[config.mk]
export PLATFORM = sky130hd
export DESIGN_NAME = control_pipe_flat
export DESIGN_NICKNAME = d
export VERILOG_FILES = /design/src/rtl/control_pipe_if.sv /design/src/rtl/control_pipe.sv /design/src/flat_wrapper.sv
export SDC_FILE = /design/constraint.sdc
export NUM_CORES = 1
export LEC_CHECK = 0
export ABC_CLOCK_PERIOD_IN_PS = 1800
export CORE_MARGIN = 2
export CORE_UTILIZATION = 30
export CTS_BUF_LIST = sky130_fd_sc_hd__clkbuf_4
export CTS_CLUSTER_DIAMETER = 150
export CTS_CLUSTER_SIZE = 28
export DETAILED_ROUTE_END_ITERATION = 10
export PLACE_DENSITY_LB_ADDON = 0.1
export SKIP_CTS_REPAIR_TIMING = 1
export SYNTH_ARGS = -nofsm -noshare
export SYNTH_HDL_FRONTEND = slang
export SYNTH_SLANG_ARGS = --single-unit
[constraint.sdc]
create_clock -name clk -period 1.8 [get_ports clk]
set_clock_uncertainty 0.15 [all_clocks]
set_input_delay 0.18 -clock clk [delete_from_list [all_inputs] [get_ports clk]]
set_output_delay 0.18 -clock clk [all_outputs]
set_load 0.02 [all_outputs]
[src/rtl/control_pipe_if.sv]
// control_pipe_if: ID-stage inputs and staged control outputs of the pipelined control unit.
interface control_pipe_if #(
    parameter int OPW  = 6,
    parameter int REGW = 5
);
    logic [OPW-1:0]  opcode;
    logic [REGW-1:0] id_rs;
    logic [REGW-1:0] id_rt;
    logic            ex_zero;

    logic            ex_RegDst;
    logic            ex_ALUSrc;
    logic [1:0]      ex_ALUOp;
    logic            ex_Branch;
    logic            ex_Jump;
    logic            mem_MemRead;
    logic            mem_MemWrite;
    logic            wb_MemtoReg;
    logic            wb_RegWrite;
    logic            stall;
    logic            flush_ifid;
    logic            hilo_we;
    logic            madd_busy;
    logic            bad_opcode;

    modport master (
        output opcode, id_rs, id_rt, ex_zero,
        input  ex_RegDst, ex_ALUSrc, ex_ALUOp, ex_Branch, ex_Jump,
        input  mem_MemRead, mem_MemWrite, wb_MemtoReg, wb_RegWrite,
        input  stall, flush_ifid, hilo_we, madd_busy, bad_opcode
    );

    modport slave (
        input  opcode, id_rs, id_rt, ex_zero,
        output ex_RegDst, ex_ALUSrc, ex_ALUOp, ex_Branch, ex_Jump,
        output mem_MemRead, mem_MemWrite, wb_MemtoReg, wb_RegWrite,
        output stall, flush_ifid, hilo_we, madd_busy, bad_opcode
    );
endinterface

[src/rtl/control_pipe.sv]
// control_pipe: pipelined MIPS-Lite control with load-use stall, branch/jump flush and MADDU sequencing.
// Define CTRL_MADDU_EN to build MADDU decode and its multi-cycle EX occupancy FSM.
module control_pipe #(
    parameter int OPW          = 6,
    parameter int REGW         = 5,
    parameter int MADDU_CYCLES = 4
) (
    input logic           clk,
    input logic           rst,
    control_pipe_if.slave bus
);

    localparam logic [OPW-1:0] OP_R     = OPW'(0);
    localparam logic [OPW-1:0] OP_LW    = OPW'(35);
    localparam logic [OPW-1:0] OP_SW    = OPW'(43);
    localparam logic [OPW-1:0] OP_BEQ   = OPW'(4);
    localparam logic [OPW-1:0] OP_J     = OPW'(2);
    localparam logic [OPW-1:0] OP_ADDIU = OPW'(9);
`ifdef CTRL_MADDU_EN
    localparam logic [OPW-1:0] OP_MADDU = OPW'(28);
`endif

    typedef struct packed {
        logic       reg_dst;
        logic       alu_src;
        logic       mem_to_reg;
        logic       reg_write;
        logic       mem_read;
        logic       mem_write;
        logic       branch;
        logic       jump;
        logic [1:0] alu_op;
    } ctrl_t;

    typedef struct packed {
        logic mem_to_reg;
        logic reg_write;
        logic mem_read;
        logic mem_write;
    } mem_ctrl_t;

    typedef struct packed {
        logic mem_to_reg;
        logic reg_write;
    } wb_ctrl_t;

    ctrl_t           id_ctrl;
    logic            id_illegal;
    ctrl_t           ex_ctrl_q, ex_ctrl_d;
    logic [REGW-1:0] ex_rt_q, ex_rt_d;
    mem_ctrl_t       mem_ctrl_q, mem_ctrl_d;
    wb_ctrl_t        wb_ctrl_q, wb_ctrl_d;
    logic            bad_q, bad_d;

    logic take;
    logic load_use;
    logic stall_raw;
    logic madd_stall;
    logic madd_done;
    logic madd_busy;

    always_comb begin
        id_ctrl    = '0;
        id_illegal = 1'b0;
        case (bus.opcode)
            OP_R: begin
                id_ctrl.reg_dst   = 1'b1;
                id_ctrl.reg_write = 1'b1;
                id_ctrl.alu_op    = 2'b10;
            end
            OP_LW: begin
                id_ctrl.alu_src    = 1'b1;
                id_ctrl.mem_to_reg = 1'b1;
                id_ctrl.reg_write  = 1'b1;
                id_ctrl.mem_read   = 1'b1;
            end
            OP_SW: begin
                id_ctrl.alu_src   = 1'b1;
                id_ctrl.mem_write = 1'b1;
            end
            OP_BEQ: begin
                id_ctrl.branch = 1'b1;
                id_ctrl.alu_op = 2'b01;
            end
            OP_J:     id_ctrl.jump = 1'b1;
            OP_ADDIU: begin
                id_ctrl.alu_src   = 1'b1;
                id_ctrl.reg_write = 1'b1;
            end
`ifdef CTRL_MADDU_EN
            OP_MADDU: id_ctrl.alu_op = 2'b11;
`endif
            default:  id_illegal = 1'b1;
        endcase
    end

    assign take      = (ex_ctrl_q.branch & bus.ex_zero) | ex_ctrl_q.jump;
    assign load_use  = ex_ctrl_q.mem_read & ((ex_rt_q == bus.id_rs) | (ex_rt_q == bus.id_rt));
    assign stall_raw = madd_stall | (~take & load_use);

`ifdef CTRL_MADDU_EN
    typedef enum logic {IDLE, BUSY} madd_state_e;

    localparam int CNTW = $clog2(MADDU_CYCLES) + 1;
    localparam logic [CNTW-1:0] CNT_INIT = (MADDU_CYCLES > 1) ? CNTW'(MADDU_CYCLES - 2) : '0;

    madd_state_e     state_q, state_d;
    logic [CNTW-1:0] cnt_q, cnt_d;
    logic            madd_in_ex;

    assign madd_in_ex = (ex_ctrl_q.alu_op == 2'b11);

    always_ff @(posedge clk) begin
        if (rst) begin
            state_q <= IDLE;
            cnt_q   <= '0;
        end else begin
            state_q <= state_d;
            cnt_q   <= cnt_d;
        end
    end

    always_comb begin
        state_d = state_q;
        cnt_d   = cnt_q;
        case (state_q)
            IDLE: begin
                if (madd_in_ex && (MADDU_CYCLES > 1)) begin
                    state_d = BUSY;
                    cnt_d   = CNT_INIT;
                end
            end
            BUSY: begin
                if (cnt_q == '0) state_d = IDLE;
                else             cnt_d   = cnt_q - 1'b1;
            end
            default: state_d = IDLE;
        endcase
    end

    // The BUSY cycle with cnt==0 is MADDU's last EX cycle: no stall, result commits.
    always_comb begin
        madd_stall = 1'b0;
        madd_done  = 1'b0;
        madd_busy  = 1'b0;
        case (state_q)
            IDLE: begin
                madd_stall = madd_in_ex && (MADDU_CYCLES > 1);
                madd_done  = madd_in_ex && (MADDU_CYCLES == 1);
            end
            BUSY: begin
                madd_busy  = 1'b1;
                madd_stall = (cnt_q != '0);
                madd_done  = (cnt_q == '0);
            end
            default: ;
        endcase
    end
`else
    logic unused_cfg;
    assign unused_cfg = (MADDU_CYCLES > 1);
    assign madd_stall = 1'b0;
    assign madd_done  = 1'b0;
    assign madd_busy  = 1'b0;
`endif

    // MADDU holds ID/EX and bubbles EX/MEM; flush and load-use both insert an ID/EX bubble.
    always_comb begin
        ex_ctrl_d = ex_ctrl_q;
        ex_rt_d   = ex_rt_q;
        if (!madd_stall) begin
            ex_rt_d   = bus.id_rt;
            ex_ctrl_d = (take || load_use) ? '0 : id_ctrl;
        end
        mem_ctrl_d = madd_stall ? '0 : '{ex_ctrl_q.mem_to_reg, ex_ctrl_q.reg_write,
                                         ex_ctrl_q.mem_read, ex_ctrl_q.mem_write};
        wb_ctrl_d  = '{mem_ctrl_q.mem_to_reg, mem_ctrl_q.reg_write};
        bad_d      = id_illegal & ~stall_raw & ~take;
    end

    always_ff @(posedge clk) begin
        if (rst) begin
            ex_ctrl_q  <= '0;
            ex_rt_q    <= '0;
            mem_ctrl_q <= '0;
            wb_ctrl_q  <= '0;
            bad_q      <= 1'b0;
        end else begin
            ex_ctrl_q  <= ex_ctrl_d;
            ex_rt_q    <= ex_rt_d;
            mem_ctrl_q <= mem_ctrl_d;
            wb_ctrl_q  <= wb_ctrl_d;
            bad_q      <= bad_d;
        end
    end

    assign bus.ex_RegDst    = ex_ctrl_q.reg_dst;
    assign bus.ex_ALUSrc    = ex_ctrl_q.alu_src;
    assign bus.ex_ALUOp     = ex_ctrl_q.alu_op;
    assign bus.ex_Branch    = ex_ctrl_q.branch;
    assign bus.ex_Jump      = ex_ctrl_q.jump;
    assign bus.mem_MemRead  = mem_ctrl_q.mem_read;
    assign bus.mem_MemWrite = mem_ctrl_q.mem_write;
    assign bus.wb_MemtoReg  = wb_ctrl_q.mem_to_reg;
    assign bus.wb_RegWrite  = wb_ctrl_q.reg_write;
    assign bus.stall        = stall_raw & ~rst;
    assign bus.flush_ifid   = take & ~rst;
    assign bus.hilo_we      = madd_done & ~rst;
    assign bus.madd_busy    = madd_busy;
    assign bus.bad_opcode   = bad_q;

endmodule

[src/flat_wrapper.sv]
// flat-port wrapper written by rule: the top's interface ports become plain ports
module control_pipe_flat 
#(
    parameter int OPW          = 6,
    parameter int REGW         = 5,
    parameter int MADDU_CYCLES = 4
)
  (clk, rst, bus_opcode, bus_id_rs, bus_id_rt, bus_ex_zero, bus_ex_RegDst, bus_ex_ALUSrc, bus_ex_ALUOp, bus_ex_Branch, bus_ex_Jump, bus_mem_MemRead, bus_mem_MemWrite, bus_wb_MemtoReg, bus_wb_RegWrite, bus_stall, bus_flush_ifid, bus_hilo_we, bus_madd_busy, bus_bad_opcode);
  control_pipe_if #(.OPW(OPW), .REGW(REGW)) bus_i ();
  input logic clk;
  input logic rst;
  input wire logic [$bits(bus_i.opcode)-1:0] bus_opcode;
  input wire logic [$bits(bus_i.id_rs)-1:0] bus_id_rs;
  input wire logic [$bits(bus_i.id_rt)-1:0] bus_id_rt;
  input wire logic [$bits(bus_i.ex_zero)-1:0] bus_ex_zero;
  output wire logic [$bits(bus_i.ex_RegDst)-1:0] bus_ex_RegDst;
  output wire logic [$bits(bus_i.ex_ALUSrc)-1:0] bus_ex_ALUSrc;
  output wire logic [$bits(bus_i.ex_ALUOp)-1:0] bus_ex_ALUOp;
  output wire logic [$bits(bus_i.ex_Branch)-1:0] bus_ex_Branch;
  output wire logic [$bits(bus_i.ex_Jump)-1:0] bus_ex_Jump;
  output wire logic [$bits(bus_i.mem_MemRead)-1:0] bus_mem_MemRead;
  output wire logic [$bits(bus_i.mem_MemWrite)-1:0] bus_mem_MemWrite;
  output wire logic [$bits(bus_i.wb_MemtoReg)-1:0] bus_wb_MemtoReg;
  output wire logic [$bits(bus_i.wb_RegWrite)-1:0] bus_wb_RegWrite;
  output wire logic [$bits(bus_i.stall)-1:0] bus_stall;
  output wire logic [$bits(bus_i.flush_ifid)-1:0] bus_flush_ifid;
  output wire logic [$bits(bus_i.hilo_we)-1:0] bus_hilo_we;
  output wire logic [$bits(bus_i.madd_busy)-1:0] bus_madd_busy;
  output wire logic [$bits(bus_i.bad_opcode)-1:0] bus_bad_opcode;
  assign bus_i.opcode = bus_opcode;
  assign bus_i.id_rs = bus_id_rs;
  assign bus_i.id_rt = bus_id_rt;
  assign bus_i.ex_zero = bus_ex_zero;
  assign bus_ex_RegDst = bus_i.ex_RegDst;
  assign bus_ex_ALUSrc = bus_i.ex_ALUSrc;
  assign bus_ex_ALUOp = bus_i.ex_ALUOp;
  assign bus_ex_Branch = bus_i.ex_Branch;
  assign bus_ex_Jump = bus_i.ex_Jump;
  assign bus_mem_MemRead = bus_i.mem_MemRead;
  assign bus_mem_MemWrite = bus_i.mem_MemWrite;
  assign bus_wb_MemtoReg = bus_i.wb_MemtoReg;
  assign bus_wb_RegWrite = bus_i.wb_RegWrite;
  assign bus_stall = bus_i.stall;
  assign bus_flush_ifid = bus_i.flush_ifid;
  assign bus_hilo_we = bus_i.hilo_we;
  assign bus_madd_busy = bus_i.madd_busy;
  assign bus_bad_opcode = bus_i.bad_opcode;
  control_pipe #(.OPW(OPW), .REGW(REGW), .MADDU_CYCLES(MADDU_CYCLES)) u_core (.clk(clk), .rst(rst), .bus(bus_i));
endmodule
==> flow_summary.json, run 1 <==
{
  "worstHoldStart": "u_core.ex_ctrl_q[4]",
  "synth_ff_type": "dfxtp_1",
  "grt_pass1_wl_um": 2440,
  "gp_congestion": 0.783,
  "hold_violations": 0,
  "placed_cell_area_sq_um": 1170,
  "grt_max_degree": 12,
  "yosysTopAreaCell": "dfxtp_1",
  "grt_antenna_before_repair": 0,
  "htree_levels": 1,
  "synthDominantCellAreaShare": 0.453,
  "rsz0062_at_grt": "yes",
  "pin_count": 34,
  "cts_tree": "yes",
  "power_density_nw_per_um2": 638,
  "die_area_sq_um": 3240,
  "placed_cells": 148,
  "routedWlPerCell_um": 10.4,
  "clock_path_buffers": 2,
  "cellLeakagePower_nw": 0.439,
  "grt_use_total": 0.0996,
  "path_cells": "clkdlybuf4s50_1, xnor2_2, nand4_1, o22ai_4, nor2b_4, buf_4",
  "ys_seq_area_frac": 0.453,
  "ys_warn_count": 0,
  "fmax_mhz": 561,
  "overflow": 0,
  "port_buffers": 31,
  "numCtsBuffers": 3,
  "nets": 141,
  "path_class": "in -> out",
  "final_area_sq_um": 1220,
  "critical_path_buf_inv_count": 2,
  "start_util": 0.310,
  "final.fill_count": 295,
  "synth_cell_types": 27,
  "dieHeight_um": 56.9,
  "r2r_start": "u_core.ex_rt_q[2]",
  "num_rows": 19,
  "crit_family": "buffers and inverters",
  "outcome": "finished, final reports clean",
  "diodes": 0,
  "maxCapViolCount": 0,
  "syn_to_final_growth_pct": 45.2,
  "regArea_sq_um": 383,
  "wl_um": 1580,
  "drtPass1Iterations": 4,
  "ant_nets": 0,
  "synthCells": 88,
  "cts.sinks": 19,
  "routed_via_density": 4.53,
  "total_power_w": 0.000777,
  "die-width_um": 56.9,
  "crit_fanout": 2,
  "worstHoldPathType": "reg -> reg",
  "dpl.hpwl_um": 1240,
  "crit_start": "bus_id_rt[4]",
  "period_share": 0.991,
  "multi_input_area_sq_um": 418,
  "ir_drop_mv": 0.353,
  "worst_slack_ns": 0.0167,
  "core_region_area_sq_um": 2710,
  "max_stage_delay_ns": 0.52,
  "finalSetupViolCount": 0,
  "required_ns": 1.47,
  "vias": 689,
  "min_period_ns": 1.78,
  "dp_slack_ns": -0.485,
  "finalNonFillerCells": 152,
  "drv_slew": 0,
  "arrival_ns": 1.45,
  "cp-end-kind": "primary output",
  "cp-start-kind": "primary input",
  "cts-root-buf": "clkbuf_4",
  "async_flop_share": 0,
  "drc_errors": 0,
  "netlist_area_sq_um": 840,
  "synth.area.top_cells": "dfxtp_1 (45%), xnor2_1 (10%), nor2b_1 (8.2%), buf_4 (4.5%), nor3_1 (3.6%)",
  "syn_avg_cell_area_sq_um": 9.54,
  "cts.clk_slew.worst_paths_ns": 0.11,
  "grt_pass1_vias": 593,
  "synth_seq_cells": 19,
  "clk-insertion-delay-late_ns": 0.29,
  "synth_edf_count": 0,
  "drive_above_1_share": 0.157,
  "drt_iter0_drc": 13,
  "cp_slowest_cell": "clkdlybuf4s50_1"
}
## synth_stat cells (all sizes together) (2+ instances only)
library cell,count
dfxtp,19
nor2b,11
xnor2,10
buf,7
nor3,6
nand2,5
nor4,5
nor2,4
a21oi,3
nand3,2
nand4,2
o22ai,2
or3,2
## area by class of cell
class | instances | share of cell area
multi-input combinational | 61 | 0.343
sequential | 19 | 0.314
timing repair buffer | 36 | 0.285
tap | 31 | 0.0318
clock buffer | 3 | 0.0185
clock inverter | 1 | 0.00411
inverter | 1 | 0.00308
## flip-flops by register name, indices dropped and copies added (netlist names), 2 cells and up
signal,flops
u_core.bus.ex_ALUOp,2
u_core.ex_ctrl_q,3
u_core.ex_rt_q,5
u_core.mem_ctrl_q,2
## power by group
group	total, W	internal, W	switching [W]
Combinational	0.000131	0.0000759	0.0000554
Clock	0.000209	0.0000826	0.000127
Sequential	0.000436	0.000430	0.00000603
Total	0.000777	0.000589	0.000188
## worst register-to-register path: cells and delay by family (launching register included)
kind | cells | cell delay [ns]
AO/OA/AOI/OAI | 1 | 0.07
buffers and inverters | 2 | 0.30
flip-flops | 1 | 0.33
XOR/XNOR | 1 | 0.11
AND/OR/NAND/NOR | 2 | 0.38
## path summary, 6_finish.rpt
kind | end | slack (ns) | cells past startpoint
worst min register to register | u_core.bus.mem_MemWrite | 0.30 | 1
worst max-delay path | bus_stall | 0.02 | 6
worst max register to register | u_core.ex_ctrl_q[4] | 0.37 | 6
worst min-delay path | u_core.bus.mem_MemWrite | 0.30 | 1
## stage by stage
step                       util  hold slack (ns)  setup TNS (ns)
final                     0.450            0.303               0
after global routing      0.450            0.318         -0.0584
after CTS                 0.443            0.308          -0.495
after detailed placement  0.433            0.280          -0.485
after global placement    0.433            0.269          -0.472
after floorplan               -            0.102               0
## cell families (layout without fill, tap and decap cells)
group | count (synthesis) | count (layout) | synth area share
simple gates | 41 | 41 | 0.291
flops | 19 | 19 | 0.453
xor+xnor | 10 | 10 | 0.104
buf+inv | 9 | 41 | 0.0715
compound gates | 8 | 8 | 0.0760
other cells | 1 | 2 | 0.00447
## layer usage
metal,wire length [um],track usage
met5,0,0
met4,27,0.0831
met3,102,0.0276
met2,775,0.159
met1,677,0.108
## cells in the final DEF (no fill, tap or decap), types with 3 or more instances in the layout
| master | instances |
|---|---|
| clkbuf_4 | 3 |
| buf_4 | 6 |
| clkdlybuf4s50_1 | 29 |
| nor4_1 | 3 |
| xnor2_1 | 9 |
| nand2_1 | 5 |
| a21oi_1 | 3 |
| nor3_1 | 6 |
| dfxtp_1 | 17 |
| nor2_1 | 4 |
| nor2b_1 | 10 |
(Power assumes the default switching activity.)
==> run 2: changes to the inputs <==
ABC_CLOCK_PERIOD_IN_PS = 2300   (was 1800)
CORE_UTILIZATION = 45   (was 30)
clock period = 2.3 ns   (was 1.8 ns; I/O delays follow)
==> flow_summary.json, run 2 (same netlist as run 1, synthesis figures left out) <==
{
  "outcome": "finished, final reports clean",
  "port_buffers": 31,
  "regMostFlops": "u_core.ex_rt_q",
  "largest_reg_flops": 5,
  "most-common-layout-cells": "clkdlybuf4s50_1 (30), dfxtp_1 (19), nor2b_1 (11), xnor2_1 (10), nor3_1 (6)",
  "drtPass1Iterations": 4,
  "crit_start": "bus_id_rt[1]",
  "final_util": 0.677,
  "pin_count": 34,
  "worstHoldPathType": "reg -> reg",
  "hold_violations": 0,
  "wl_um": 1490,
  "clock_path_buffers": 2,
  "finalNonFillerCells": 144,
  "power_density_nw_per_um2": 507,
  "dp_slack_ns": -0.0638,
  "total_power_w": 0.000599,
  "fmax_mhz": 512,
  "cp-start-kind": "primary input",
  "path_class": "in -> out",
  "drc_errors": 0,
  "drv_slew": 0,
  "die-width_um": 47.2,
  "ant_nets": 0,
  "die_area_sq_um": 2230,
  "dieHeight_um": 47.2,
  "rsz0062_at_grt": "no",
  "grt_pass1_vias": 615,
  "cp-end-kind": "primary output",
  "vias": 671,
  "overflow": 0,
  "drive_above_1_share": 0.101,
  "core_region_area_sq_um": 1750,
  "clk-insertion-delay-late_ns": 0.28,
  "grt_antenna_before_repair": 0,
  "cts.sinks": 19,
  "drt_iter0_drc": 7,
  "grt_use_total": 0.154,
  "final_common_cell": "clkdlybuf4s50_1",
  "reg2reg_setup_slack_ns": 0.91,
  "grt_pass1_wl_um": 2360,
  "reg2reg_depth": 5,
  "cts-root-buf": "clkbuf_4",
  "numCtsBuffers": 3,
  "ir_drop_mv": 0.334,
  "nets": 139,
  "arrival_ns": 1.57,
  "start_util": 0.481,
  "htree_levels": 1,
  "crit_fanout": 2,
  "gp_congestion": 0.745,
  "cellLeakagePower_nw": 0.422,
  "r2r_start": "u_core.ex_rt_q[3]",
  "diodes": 0,
  "maxCapViolCount": 0,
  "routed_via_density": 4.66,
  "cts_tree": "yes",
  "endpoint": "bus_stall",
  "finalSetupViolCount": 0,
  "grt_max_degree": 12,
  "num_rows": 15,
  "fin_setup_tns_ns": 0,
  "r2r_end": "u_core.ex_ctrl_q[4]",
  "min_period_ns": 1.95,
  "period_share": 0.850,
  "top_regs": "u_core.ex_rt_q x5, u_core.ex_ctrl_q x3",
  "syn_to_final_growth_pct": 40.7,
  "placed_cells": 140,
  "required_ns": 1.92,
  "cts.clk_slew.worst_paths_ns": 0.10,
  "dpl.hpwl_um": 1200,
  "routedWlPerCell_um": 10.4,
  "worst_slack_ns": 0.346
}
run 2: worst min-delay path by stage:
stage	startpoint	to	slack (ns)	depth (start not counted)
after floorplan	rst	u_core.ex_rt_q[3]	0.15	1
after CTS	u_core.ex_ctrl_q[6]	u_core.mem_ctrl_q[2]	0.30	1
final	u_core.mem_ctrl_q[2]	u_core.bus.wb_RegWrite	0.29	1
after global routing	u_core.ex_ctrl_q[6]	u_core.mem_ctrl_q[2]	0.32	1
after global placement	u_core.ex_ctrl_q[6]	u_core.mem_ctrl_q[2]	0.27	1
after detailed placement	u_core.ex_ctrl_q[6]	u_core.mem_ctrl_q[2]	0.27	1
run 2: final cells by class:
type                    instances  area (sq um)
fillers                       161           564
multi-input cells              61           403
flip-flops and latches         19           380
repair buffers                 34           335
well taps                      25          31.3
clock buffers                   3          22.5
clock inverters                 1          5.00
inverters                       1          3.75
run 2: where the power goes:
group | total (W) | internal (W) | switching [W]
sequential | 0.000341 | 0.000336 | 0.00000447
combinational | 0.0000983 | 0.0000562 | 0.0000421
clock | 0.000160 | 0.0000645 | 0.0000953
run 2: per-layer routing:
layer  vias to the layer above  wire (um)  global-route usage
met2                        23        780               0.279
li1                        360          -                   -
met4                         0         27               0.117
met1                       286        618               0.158
met3                         2         67              0.0231
met5                         -          0                   0
run 2: through the flow:
stage          area, sq um  hold slack, ns
5_1_grt               1180           0.323
2_1_floorplan          843           0.152
4_1_cts               1180           0.300
3_5_place_dp          1150           0.274
3_3_place_gp          1150           0.273
6_report              1180           0.295
run 2: worst max-delay path, cell delays in order:
cell and delay, ns:
clkdlybuf4s50_1 0.49, xnor2_1 0.12, nand4_1 0.16, o22ai_4 0.20, nor2b_1 0.14, dlymetal6s2s_1 0.23
